$ cat src/rtl/mode_sequencer.sv
// mode_sequencer: two debounced keys step a 3-bit mode 0..4 with wrap; `MODE_SEQ_AUTO_ADVANCE_EN adds a dwell auto-advance timer
module mode_sequencer #(
    parameter int DEBOUNCE_CYCLES = 50000,
    parameter int AUTO_PERIOD     = 50000000
) (
    input  logic       clk,
    input  logic       reset_n,
    input  logic       key_adv_n,
    input  logic       key_back_n,
    input  logic       hold,
    output logic [2:0] state,
    output logic       state_changed,
    output logic [7:0] changes
);
    localparam int CW = $clog2(DEBOUNCE_CYCLES);
    localparam logic [CW-1:0] CNT_MAX = CW'(DEBOUNCE_CYCLES - 1);
    // index 0 is the advance key, index 1 the back key
    logic [1:0]    meta_q, sync_q, lvl_q, lvl_d, prev_q, press;
    logic [CW-1:0] cnt_q [2];
    logic [CW-1:0] cnt_d [2];
    logic [2:0]    state_q, state_d;
    logic          changed_q, changed_d;
    logic [7:0]    changes_q, changes_d;
    logic          adv, back;
`ifdef MODE_SEQ_AUTO_ADVANCE_EN
    localparam int TW = $clog2(AUTO_PERIOD);
    localparam logic [TW-1:0] TMR_MAX = TW'(AUTO_PERIOD - 1);
    logic [TW-1:0] timer_q, timer_d;
    logic          expire;
`endif

    // two-flop synchronizers, released level is 1
    always_ff @(posedge clk or negedge reset_n) begin
        if (!reset_n) begin
            meta_q <= 2'b11;
            sync_q <= 2'b11;
        end else begin
            meta_q <= {key_back_n, key_adv_n};
            sync_q <= meta_q;
        end
    end

    // debouncers: accept a new level only after it has differed for DEBOUNCE_CYCLES cycles
    always_comb begin
        for (int i = 0; i < 2; i++) begin
            lvl_d[i] = lvl_q[i];
            cnt_d[i] = '0;
            if (sync_q[i] != lvl_q[i]) begin
                if (cnt_q[i] == CNT_MAX) lvl_d[i] = sync_q[i];
                else cnt_d[i] = cnt_q[i] + 1'b1;
            end
        end
    end

    // debounced levels, their delayed copies and counters
    always_ff @(posedge clk or negedge reset_n) begin
        if (!reset_n) begin
            lvl_q  <= 2'b11;
            prev_q <= 2'b11;
            cnt_q  <= '{default: '0};
        end else begin
            lvl_q  <= lvl_d;
            prev_q <= lvl_q;
            cnt_q  <= cnt_d;
        end
    end

    assign press = prev_q & ~lvl_q;

    // mode stepping: hold discards events, simultaneous events cancel
    always_comb begin
        adv  = press[0];
        back = press[1];
`ifdef MODE_SEQ_AUTO_ADVANCE_EN
        expire = timer_q == TMR_MAX;
        adv    = press[0] | (expire & ~|press);
`endif
        state_d = state_q;
        if (!hold && adv && !back) state_d = (state_q == 3'd4) ? 3'd0 : state_q + 3'd1;
        else if (!hold && back && !adv) state_d = (state_q == 3'd0) ? 3'd4 : state_q - 3'd1;
        changed_d = state_d != state_q;
        changes_d = changes_q + {7'd0, changed_d};
`ifdef MODE_SEQ_AUTO_ADVANCE_EN
        timer_d = (hold || changed_d || expire || |press) ? '0 : timer_q + 1'b1;
`endif
    end

    // mode register, change pulse and change counter
    always_ff @(posedge clk or negedge reset_n) begin
        if (!reset_n) begin
            state_q   <= 3'd0;
            changed_q <= 1'b0;
            changes_q <= 8'd0;
        end else begin
            state_q   <= state_d;
            changed_q <= changed_d;
            changes_q <= changes_d;
        end
    end

`ifdef MODE_SEQ_AUTO_ADVANCE_EN
    // dwell timer for auto-advance
    always_ff @(posedge clk or negedge reset_n) begin
        if (!reset_n) timer_q <= '0;
        else timer_q <= timer_d;
    end
`endif

    assign state         = state_q;
    assign state_changed = changed_q;
    assign changes       = changes_q;
endmodule

$ cat config.mk
export PLATFORM = sky130hd
export DESIGN_NAME = mode_sequencer
export DESIGN_NICKNAME = d
export VERILOG_FILES = /design/src/rtl/mode_sequencer.sv
export SDC_FILE = /design/constraint.sdc
export NUM_CORES = 1
export LEC_CHECK = 0
export CAP_MARGIN = 20
export CELL_PAD_IN_SITES_DETAIL_PLACEMENT = 0
export CELL_PAD_IN_SITES_GLOBAL_PLACEMENT = 1
export CORE_ASPECT_RATIO = 0.9
export CORE_MARGIN = 2
export CORE_UTILIZATION = 40
export DETAILED_ROUTE_END_ITERATION = 8
export GPL_ROUTABILITY_DRIVEN = 0
export PLACE_DENSITY = 0.75
export SYNTH_ARGS = -nofsm -noshare
export SYNTH_HDL_FRONTEND = slang
export SYNTH_SLANG_ARGS = --single-unit
$ cat constraint.sdc
create_clock -name clk -period 1.92 [get_ports clk]
set_input_delay 0.384 -clock clk [delete_from_list [all_inputs] [get_ports clk]]
set_output_delay 0.384 -clock clk [all_outputs]
set_load 0.01 [all_outputs]
==> results of run 1 <==
## state kept, by name, indices dropped and copies added (netlist names)
name           flops
state              3
sync_q             2
changes            8
meta_q             2
state_changed      1
prev_q             2
cnt_q             32
lvl_q              2
## path summary, 6_finish.rpt
path	startpoint	endpoint	slack (ns)	depth (start not counted)
worst max-delay path	prev_q[1]$_DFF_PN1_	changes[7]$_DFF_PN0_	0.05	8
worst min-delay path	reset_n	cnt_q[14]$_DFF_PN0_	0.06	2
worst min register to register	meta_q[0]$_DFF_PN1_	sync_q[0]$_DFF_PN1_	0.36	0
max in group asynchronous	reset_n	sync_q[0]$_DFF_PN1_	1.58	2
worst max register to register	prev_q[1]$_DFF_PN1_	changes[7]$_DFF_PN0_	0.05	8
min in group clk	meta_q[0]$_DFF_PN1_	sync_q[0]$_DFF_PN1_	0.36	0
## cells by family (layout without fill, tap and decap cells)
logic type / count (synthesis) / after routing / synth area share [%]
compound gates: 8 / 8 / 3.10
fa+ha+maj: 7 / 7 / 3.62
xor+xnor: 36 / 36 / 13.0
buf+inv: 12 / 44 / 2.22
flops: 52 / 52 / 54.2
simple gates: 107 / 107 / 22.5
mux: 3 / 3 / 1.34
## power by group
group          leakage (nW)  switching (mW)  internal (mW)  total, mW
combinational         0.462          0.0483         0.0342     0.0825
clock                0.0552           0.341          0.387      0.728
sequential            0.690          0.0155           1.11       1.13
## cells in the mapped netlist (all sizes together)
cell	number
dfrtp	44
nor2	36
xnor2	28
nand3	16
nand2	10
nor4	10
inv	9
nor3	9
dfstp	8
nand4	8
xor2	8
ha	7
and3	4
or2	4
a211oi	2
buf	2
mux2	2
nand2b	2
nor4b	2
nor4bb	2
o21ai	2
a21oi	1
a221oi	1
a22o	1
and3b	1
clkbuf	1
mux2i	1
nand3b	1
nor2b	1
o41ai	1
or3	1
## per-layer routing
layer	vias to the layer above	GRT usage, %	share of wire (%)
met5	-	0	0
met2	15	21.2	47
met1	792	19.1	49
met3	5	3.19	3.3
li1	829	-	-
met4	0	4.29	1.2
## area by class of cell
class | count | area (um2)
fillers | 530 | 2850
flip-flops and latches | 52 | 1310
multi-input cells | 161 | 1110
repair buffers | 27 | 253
well taps | 70 | 87.6
clock buffers | 6 | 72.6
clock inverters | 2 | 35.0
inverters | 9 | 33.8
## through the flow
stage | utilization (%) | instances | setup slack [ns]
2_1_floorplan | - | 225 | -0.0492
3_3_place_gp | 48.2 | 319 | -0.238
3_5_place_dp | 48.2 | 319 | -0.289
4_1_cts | 50.3 | 327 | 0.0602
5_1_grt | 50.4 | 327 | -0.0294
6_report | 50.4 | 327 | 0.0519
## worst max-delay path, stage by stage (launching register included)
cell     delay [ns]
dfstp_2        0.52
nor2b_4        0.15
and3b_1        0.18
or2_4          0.15
ha_4           0.14
and3_4         0.17
nand3_2        0.07
or2_4          0.24
xnor2_2        0.12
## what timing repair did
| action | 4_1_cts | 5_1_grt |
|---|---|---|
| endpoints found under the hold margin | 0 | 0 |
| gates resized for setup | 2 | 2 |
| buffers inserted | 0 | 0 |
| pin swaps | 0 | 2 |
| setup endpoints to repair | 1 | 2 |
==> results.md, run 1 <==
- IO Port Bufs: 16
- Worst skew pair latency: 0.30 ns
- Yosys cell types: 34
- Worst EP required: 2.11 ns
- Final setup vio count: 0
- Initial antenna violation count: 0
- IO Pins: 17
- # DRC: 0
- Maximum root-to-sink buffer count: 2
- Final wirelength: 4.11 mm
- Commonest cells after routing, fill and taps aside: dfrtp_1 (44), nor2_1 (36), xnor2_1 (27)
- Largest cells by area after synthesis: dfrtp_1 (45%), xnor2_1 (10%), dfstp_2 (8.7%)
- CTS Sinks: 52
- Dpl cell area: 2770 um2
- Post-synth top area share: 45.5%
- CP Max Fanout: 3
- CP startpoint kind: register
- First-pass DRT Iterations: 4
- Critical path type: register to register
- Core Region: 5760 um2
- Post-route clock skew: between 0.007 and 0.008 ns
- CTS Hold Bufs: 0
- Die width: about 86 um
- Post-synthesis sequential area ratio: a little over half
- GR Overflow Total: 0
- Hold_ws: a little over 0.06 ns
- Diodes inserted: 0
- Crit path DAT: roughly 2 ns
- GRT Overall Usage: 13.7%
- Die Y: slightly below 80 um
- Period utilization: 97.3%
- Total CTS buffers: 5
- CTS tree: yes
- RSZ-0062 raised after global routing: yes
- Vias in the first global route: around 1600
- Slew Viols, Final: 0
- CTS root buffer: clkbuf_8
- Initial drt markers: 58
- Starting Density: between 40% and 50%
- Area leader, netlist: dfrtp_1
- Worst VDD drop: 346 uV
- Final Hold Fails: 0
- Cell Rows: 26
- Layout cells sized above 1: between 15 and 20%
- WL per Instance: 12.6 um
- Dpl hpwl: slightly below 3 mm
- Clock slew at reported path FFs: roughly 0.090 ns
- Total Power: around 1.9 mW
- Sum Neg Setup Slack: 0 ns
- FMAX: between 500 and 600 MHz
- DR vias: 1641
- Status: finished, final reports clean
- Crit path time final: 1.87 ns
- Syn-to-layout area delta: 19.9%
- Most common cell after layout, fill and taps aside: dfrtp_1
- Tightest Hold Check Type: primary input to async pin
- Antenna-violating nets left: 0
- Via-to-Cell Ratio: 5.02
- Mapped Area: roughly 2400 um2
- Syn Nets: between 200 and 250
- Pwr Density: around 670 nW/um2
- Slew Limit Headroom: 77.1%
- Worst-margin pin slew: 0.340 ns
- Synth Instances: around 230
- Synthesis Warnings: 0
- Global-route wire length before repair: between 7 and 8 mm
- Worst Setup End Kind: register
- Die area: between 6000 and 7000 um2
- Layout Nets: around 270
- Number of max-cap violations: 0
- Htree depth: 2
- Cell area after layout: roughly 2900 um2
- Avg Inst Size Synth: about 11 um2
- Leakage: 1.21 nW
- #FFs+latches synth: 52
- Largest net degree at the start of global routing: 53
Power figures use the tool's default switching activity.
==> run 2: changes to the inputs <==
--- a/config.mk
+++ b/config.mk
@@ -9,7 +9,6 @@
 export CELL_PAD_IN_SITES_DETAIL_PLACEMENT = 0
 export CELL_PAD_IN_SITES_GLOBAL_PLACEMENT = 1
 export CORE_ASPECT_RATIO = 0.9
-export CORE_MARGIN = 2
 export CORE_UTILIZATION = 40
 export DETAILED_ROUTE_END_ITERATION = 8
 export GPL_ROUTABILITY_DRIVEN = 0
==> results.md, run 2 (synthesis gave the netlist of run 1 again) <==
- Number of max-cap violations: 0
- Peak per-stage delay on the critical path: 0.52 ns
- DR vias: between 1500 and 2000
- Failing checks: DRC
- WL per Instance: about 13 um
- Critical-path cell list: nor2b_4 -> and3b_1 -> or2_4 -> ha_4 -> and3_4 -> nand3_2 -> or2_4 -> xnor2_1
- Period utilization: between 90 and 100%
- CP Max Fanout: 3
- Max reg flops: 32
- Tightest Hold Check Type: register to register
- Slew Viols, Final: 0
- Layout cells sized above 1: between 10% and 20%
- Cell Rows: 26
- Initial antenna violation count: 0
- Die width: about 84 um
- IO Port Bufs: 16
- Starting Density: approximately 42%
- Crit-path slowest cell: dfstp_2
- GR Overflow Total: 0
- # DRC: 2
- Commonest cells after routing, fill and taps aside: dfrtp_1 (44), nor2_1 (36), xnor2_1 (28)
- Layout Cells excl Fill: 329
- Dpl hpwl: 3.03 mm
- Dpl cell area: ~2800 um2
- Leakage: ~1.2 nW
- Crit Reg-Reg Startpoint: prev_q[1]$_DFF_PN1_
- Global-route wire length before repair: approximately 7.4 mm
- CP startpoint kind: register
- Htree depth: 2
- Initial drt markers: 24
- Die Y: ~76 um
- Pwr Density: just under 700 nW/um2
- Post-CTS setup repair buffer count: 0
- Vias in the first global route: 1650
- FILL cells: 507
- Placed cells: between 300 and 400
- Worst Setup End Kind: register
- Worst-margin pin slew: between 0.3 and 0.4 ns
- Maximum root-to-sink buffer count: 2
- Diodes inserted: 0
- Largest net degree at the start of global routing: 26
- Worst skew pair latency: between 0.2 and 0.3 ns
- Worst EP required: between 2 and 2.5 ns
- Biggest register: cnt_q
- Total CTS buffers: 5
- Sum Neg Setup Slack: 0 ns
- Final Hold Fails: 0
- Antenna-violating nets left: 0
- Most common cell on crit path: or2_4
- Syn-to-layout area delta: 21.0%
- Critical path type: register to register
- Status: finished with violations
- RSZ-0062 raised after global routing: yes
- Hold path startpoint: meta_q[1]$_DFF_PN1_
- Util after Layout: between 50% and 60%
- Via-to-Cell Ratio: 4.86
- GRT Overall Usage: between 10 and 15%
- Final setup vio count: 0
- FMAX: 539 MHz
- Final wirelength: ~4.1 mm
- Most common cell after layout, fill and taps aside: dfrtp_1
- Crit path DAT: 2.04 ns
- IO Pins: 17
- Die area: around 6400 um2
- Worst VDD drop: around 400 uV
- Layout Nets: 270
- Post-route clock skew: between 0.005 and 0.006 ns
- Slew Limit Headroom: approximately three quarters
- Setup crit start: prev_q[1]$_DFF_PN1_
- CTS Sinks: between 50 and 60
- Hold_ws: between 0.3 and 0.4 ns
- Clock slew at reported path FFs: 0.09 ns
- First-pass DRT Iterations: 6
- Cell area after layout: approximately 2900 um2
- Core Region: ~5800 um2
- CTS root buffer: clkbuf_8
- CTS tree: yes
- Crit path time final: ~1.9 ns
[run 2: cell types whose count changed in the layout (fill, tap and decap cells not counted), sizes merged]
cell           before  now
dlymetal6s2s        1    0
dlygate4sd3         0    1
buf                12   13
clkdlybuf4s50      14   15
clkbuf              6    7
clkinv              1    0
[run 2: what timing repair did]
item | CTS | global route
gates resized for setup | 2 | 0
hold buffers | 1 | 0
endpoints found under the hold margin | 11 | 0
setup endpoints to repair | 1 | 2
pin swaps | 0 | 1
[run 2: routing by layer]
metal  vias up  GRT usage (%)  share of wire (%)
met4         0           4.02               0.58
met5         -              0                  0
met1       757           19.2                 51
li1        833              -                  -
met2         7           25.8                 47
met3         2           3.25                1.9
[run 2: power by group]
| part | switching (mW) | internal [mW] |
|---|---|---|
| sequential | 0.0156 | 1.11 |
| combinational | 0.0487 | 0.0381 |
| clock | 0.340 | 0.460 |
[run 2: worst max-delay path, delay by kind of cell, from the launching register on]
kind                       cells  cell delay [ns]
and+or+nand+nor                6             0.97
DFF                            1             0.52
adders and majority gates      1             0.14
xor gates and xnor gates       1             0.12
[run 2: layout make-up]
| type | count | area (um2) | share of cell area [%] |
|---|---|---|---|
| well taps | 70 | 87.6 | 2.99 |
| inverters | 9 | 33.8 | 1.15 |
| repair buffers | 29 | 268 | 9.14 |
| clock inverters | 1 | 30.0 | 1.02 |
| flip-flops and latches | 52 | 1310 | 44.7 |
| clock buffers | 7 | 96.3 | 3.29 |
| multi-input cells | 161 | 1100 | 37.7 |
[run 2: metrics by stage]
stage / total power, mW / setup slack (ns)
final: 2.02 / 0.0664
after global routing: 2.12 / -0.0309
after CTS: 2.05 / 0.0480
after detailed placement: 1.24 / -0.287
after global placement: 1.24 / -0.238
after floorplan: 1.18 / -0.0492
[run 2: final timing paths]
kind                                         to  slack, ns  depth (start not counted)
max in group asynchronous   cnt_q[22]$_DFF_PN0_       0.90                          3
setup / recovery           changes[7]$_DFF_PN0_       0.07                          8
setup reg to reg           changes[7]$_DFF_PN0_       0.07                          8
hold reg to reg             sync_q[1]$_DFF_PN1_       0.36                          0
hold / removal              sync_q[1]$_DFF_PN1_       0.36                          0
min in group asynchronous    cnt_q[6]$_DFF_PN0_       0.50                          2
==> run 3: changes to the inputs <==
--- a/config.mk
+++ b/config.mk
@@ -5,14 +5,15 @@
 export SDC_FILE = /design/constraint.sdc
 export NUM_CORES = 1
 export LEC_CHECK = 0
-export CAP_MARGIN = 20
+export CAP_MARGIN = 10
 export CELL_PAD_IN_SITES_DETAIL_PLACEMENT = 0
 export CELL_PAD_IN_SITES_GLOBAL_PLACEMENT = 1
 export CORE_ASPECT_RATIO = 0.9
+export CORE_MARGIN = 5
 export CORE_UTILIZATION = 40
 export DETAILED_ROUTE_END_ITERATION = 8
 export GPL_ROUTABILITY_DRIVEN = 0
-export PLACE_DENSITY = 0.75
+export PLACE_DENSITY = 0.73
 export SYNTH_ARGS = -nofsm -noshare
 export SYNTH_HDL_FRONTEND = slang
 export SYNTH_SLANG_ARGS = --single-unit
==> constraint.sdc (replaced) <==
create_clock -name clk -period 2.18 [get_ports clk]
set_input_delay 0.436 -clock clk [delete_from_list [all_inputs] [get_ports clk]]
set_output_delay 0.436 -clock clk [all_outputs]
set_load 0.01 [all_outputs]
==> results.md, run 3 (synthesis gave the netlist of run 1 again) <==
- Worst EP required: 2.38 ns
- CTS root buffer: clkbuf_8
- Die width: slightly above 90 um
- Final wirelength: ~4.3 mm
- R2R setup slack: 0.18 ns
- Worst-margin pin slew: between 0.5 and 0.6 ns
- Final setup vio count: 0
- Layout Nets: about 270
- GR Overflow Total: 0
- WL per Instance: approximately 13 um
- Clock Power Share: 38.3%
- Most common cell after layout, fill and taps aside: dfrtp_1
- Starting Density: between 40% and 50%
- Reg2reg path depth: 8
- P_int: around 1.4 mW
- Die area: 7710 um2
- Critical path type: register to register
- GRT Overall Usage: 12.4%
- Antenna-violating nets left: 0
- IO Pins: 17
- Total Power: 1.73 mW
- Sequential share of power: between 50% and 60%
- Sw Pwr: 372 uW
- Crit path time final: between 1.5 and 2 ns
- Post-CTS setup repair buffer count: 0
- Combinational power share: between 4 and 5%
- RSZ-0062 raised after global routing: no
- Slew Limit Headroom: between 60% and 70%
- Number of gates resized after CTS: 0
- Post-route clock skew: about 0.012 ns
- FMAX: about 500 MHz
- Tightest Hold Check Type: primary input to async pin
- CTS tree: yes
- Cell Rows: 26
- # DRC: 0
- Multi-input gate area: roughly 1100 um2
- Worst Setup End Kind: register
- Dpl hpwl: roughly 3.0 mm
- First-pass DRT Iterations: 4
- Pwr Density: just over 600 nW/um2
- Number of max-cap violations: 0
- Syn-to-layout area delta: 17.1%
- Initial antenna violation count: 0
- Largest net degree at the start of global routing: 53
- Worst VDD drop: 246 uV
- Slew Viols, Final: 0
- Core Region: around 5800 um2
- CTS Sinks: between 50 and 60
- Htree depth: 2
- DR vias: between 1500 and 2000
- Die Y: around 84 um
- Clock slew at reported path FFs: 0.10 ns
- Final Hold Fails: 0
- Global-route wire length before repair: ~7.7 mm
- Diodes inserted: 0
- Vias in the first global route: 1632
- CTS Hold Bufs: 0
- Crit path DAT: between 2 and 2.5 ns
- Via-to-Cell Ratio: 5.14
- Maximum root-to-sink buffer count: 2
- IO Port Bufs: 16
- CP startpoint kind: register
- Sw frac: between 20 and 25%
- Commonest cells after routing, fill and taps aside: dfrtp_1 (44), nor2_1 (36), xnor2_1 (28)
- FILL cells: between 500 and 600
- Period utilization: a little over 90%
- Initial drt markers: 40
- Biggest register: cnt_q
- Sum Neg Setup Slack: 0 ns
- Layout cells sized above 1: 12.5%
- CP Max Fanout: 3
- Worst skew pair latency: 0.31 ns
- Leakage: about 1.2 nW
- Max reg flops: 32
- Total CTS buffers: 5
- Status: finished, final reports clean
- Sequential standard cell area: approximately 1300 um2
-- run 3: cell type report --
cell class / count / share of cell area, %
Tap cell: 70 / 3.09
Clock inverter: 2 / 1.37
Multi-Input combinational cell: 161 / 37.2
Sequential cell: 52 / 46.2
Clock buffer: 6 / 2.56
Timing Repair Buffer: 25 / 8.30
Inverter: 9 / 1.19
-- run 3: power by group through the flow --
stage,combinational (mW),sequential [mW],clock [mW]
floorplan,0.0314,1.01,0
global placement,0.0732,1.01,0
detailed placement,0.0739,1.01,0
CTS,0.0745,0.996,0.689
global route,0.0832,0.999,0.729
finish,0.0712,0.995,0.663
-- run 3: worst paths after layout --
kind,start,end
worst min register to register,meta_q[0]$_DFF_PN1_,sync_q[0]$_DFF_PN1_
worst max register to register,prev_q[1]$_DFF_PN1_,changes[7]$_DFF_PN0_
min in group clk,meta_q[0]$_DFF_PN1_,sync_q[0]$_DFF_PN1_
worst max-delay path,prev_q[1]$_DFF_PN1_,changes[7]$_DFF_PN0_
worst min-delay path,reset_n,cnt_q[4]$_DFF_PN0_
max in group asynchronous,reset_n,meta_q[0]$_DFF_PN1_
-- run 3: routing by layer --
| layer | wire (um) | part of all wire (%) | global-route usage [%] | vias to the layer above |
|---|---|---|---|---|
| met5 | 0 | 0 | 0 | - |
| met4 | 72 | 1.7 | 4.45 | 0 |
| met3 | 152 | 3.6 | 2.98 | 6 |
| met2 | 1860 | 44 | 19.0 | 24 |
| met1 | 2180 | 51 | 17.0 | 811 |
| li1 | - | - | - | 829 |
-- run 3: worst max-delay path, cell delays in order (launching register included) --
cell	delay (ns)
dfstp_2	0.52
nor2b_1	0.19
and3b_1	0.20
or2_1	0.13
ha_1	0.18
and3_1	0.15
nand3_1	0.10
or2_2	0.32
xnor2_1	0.13
-- run 3: metrics by stage --
| stage | util [%] | instance area, um2 | setup slack [ns] | hold WS [ns] | cells |
|---|---|---|---|---|---|
| after detailed placement | 47.0 | 2720 | -0.118 | 0.348 | 317 |
| after floorplan | - | 2420 | 0.0702 | 0.140 | 225 |
| after global placement | 47.0 | 2720 | -0.0571 | 0.346 | 317 |
| after CTS | 49.0 | 2840 | 0.163 | 0.103 | 325 |
| final | 49.0 | 2840 | 0.180 | 0.0956 | 325 |
| after global routing | 49.0 | 2840 | 0.0253 | 0.106 | 325 |
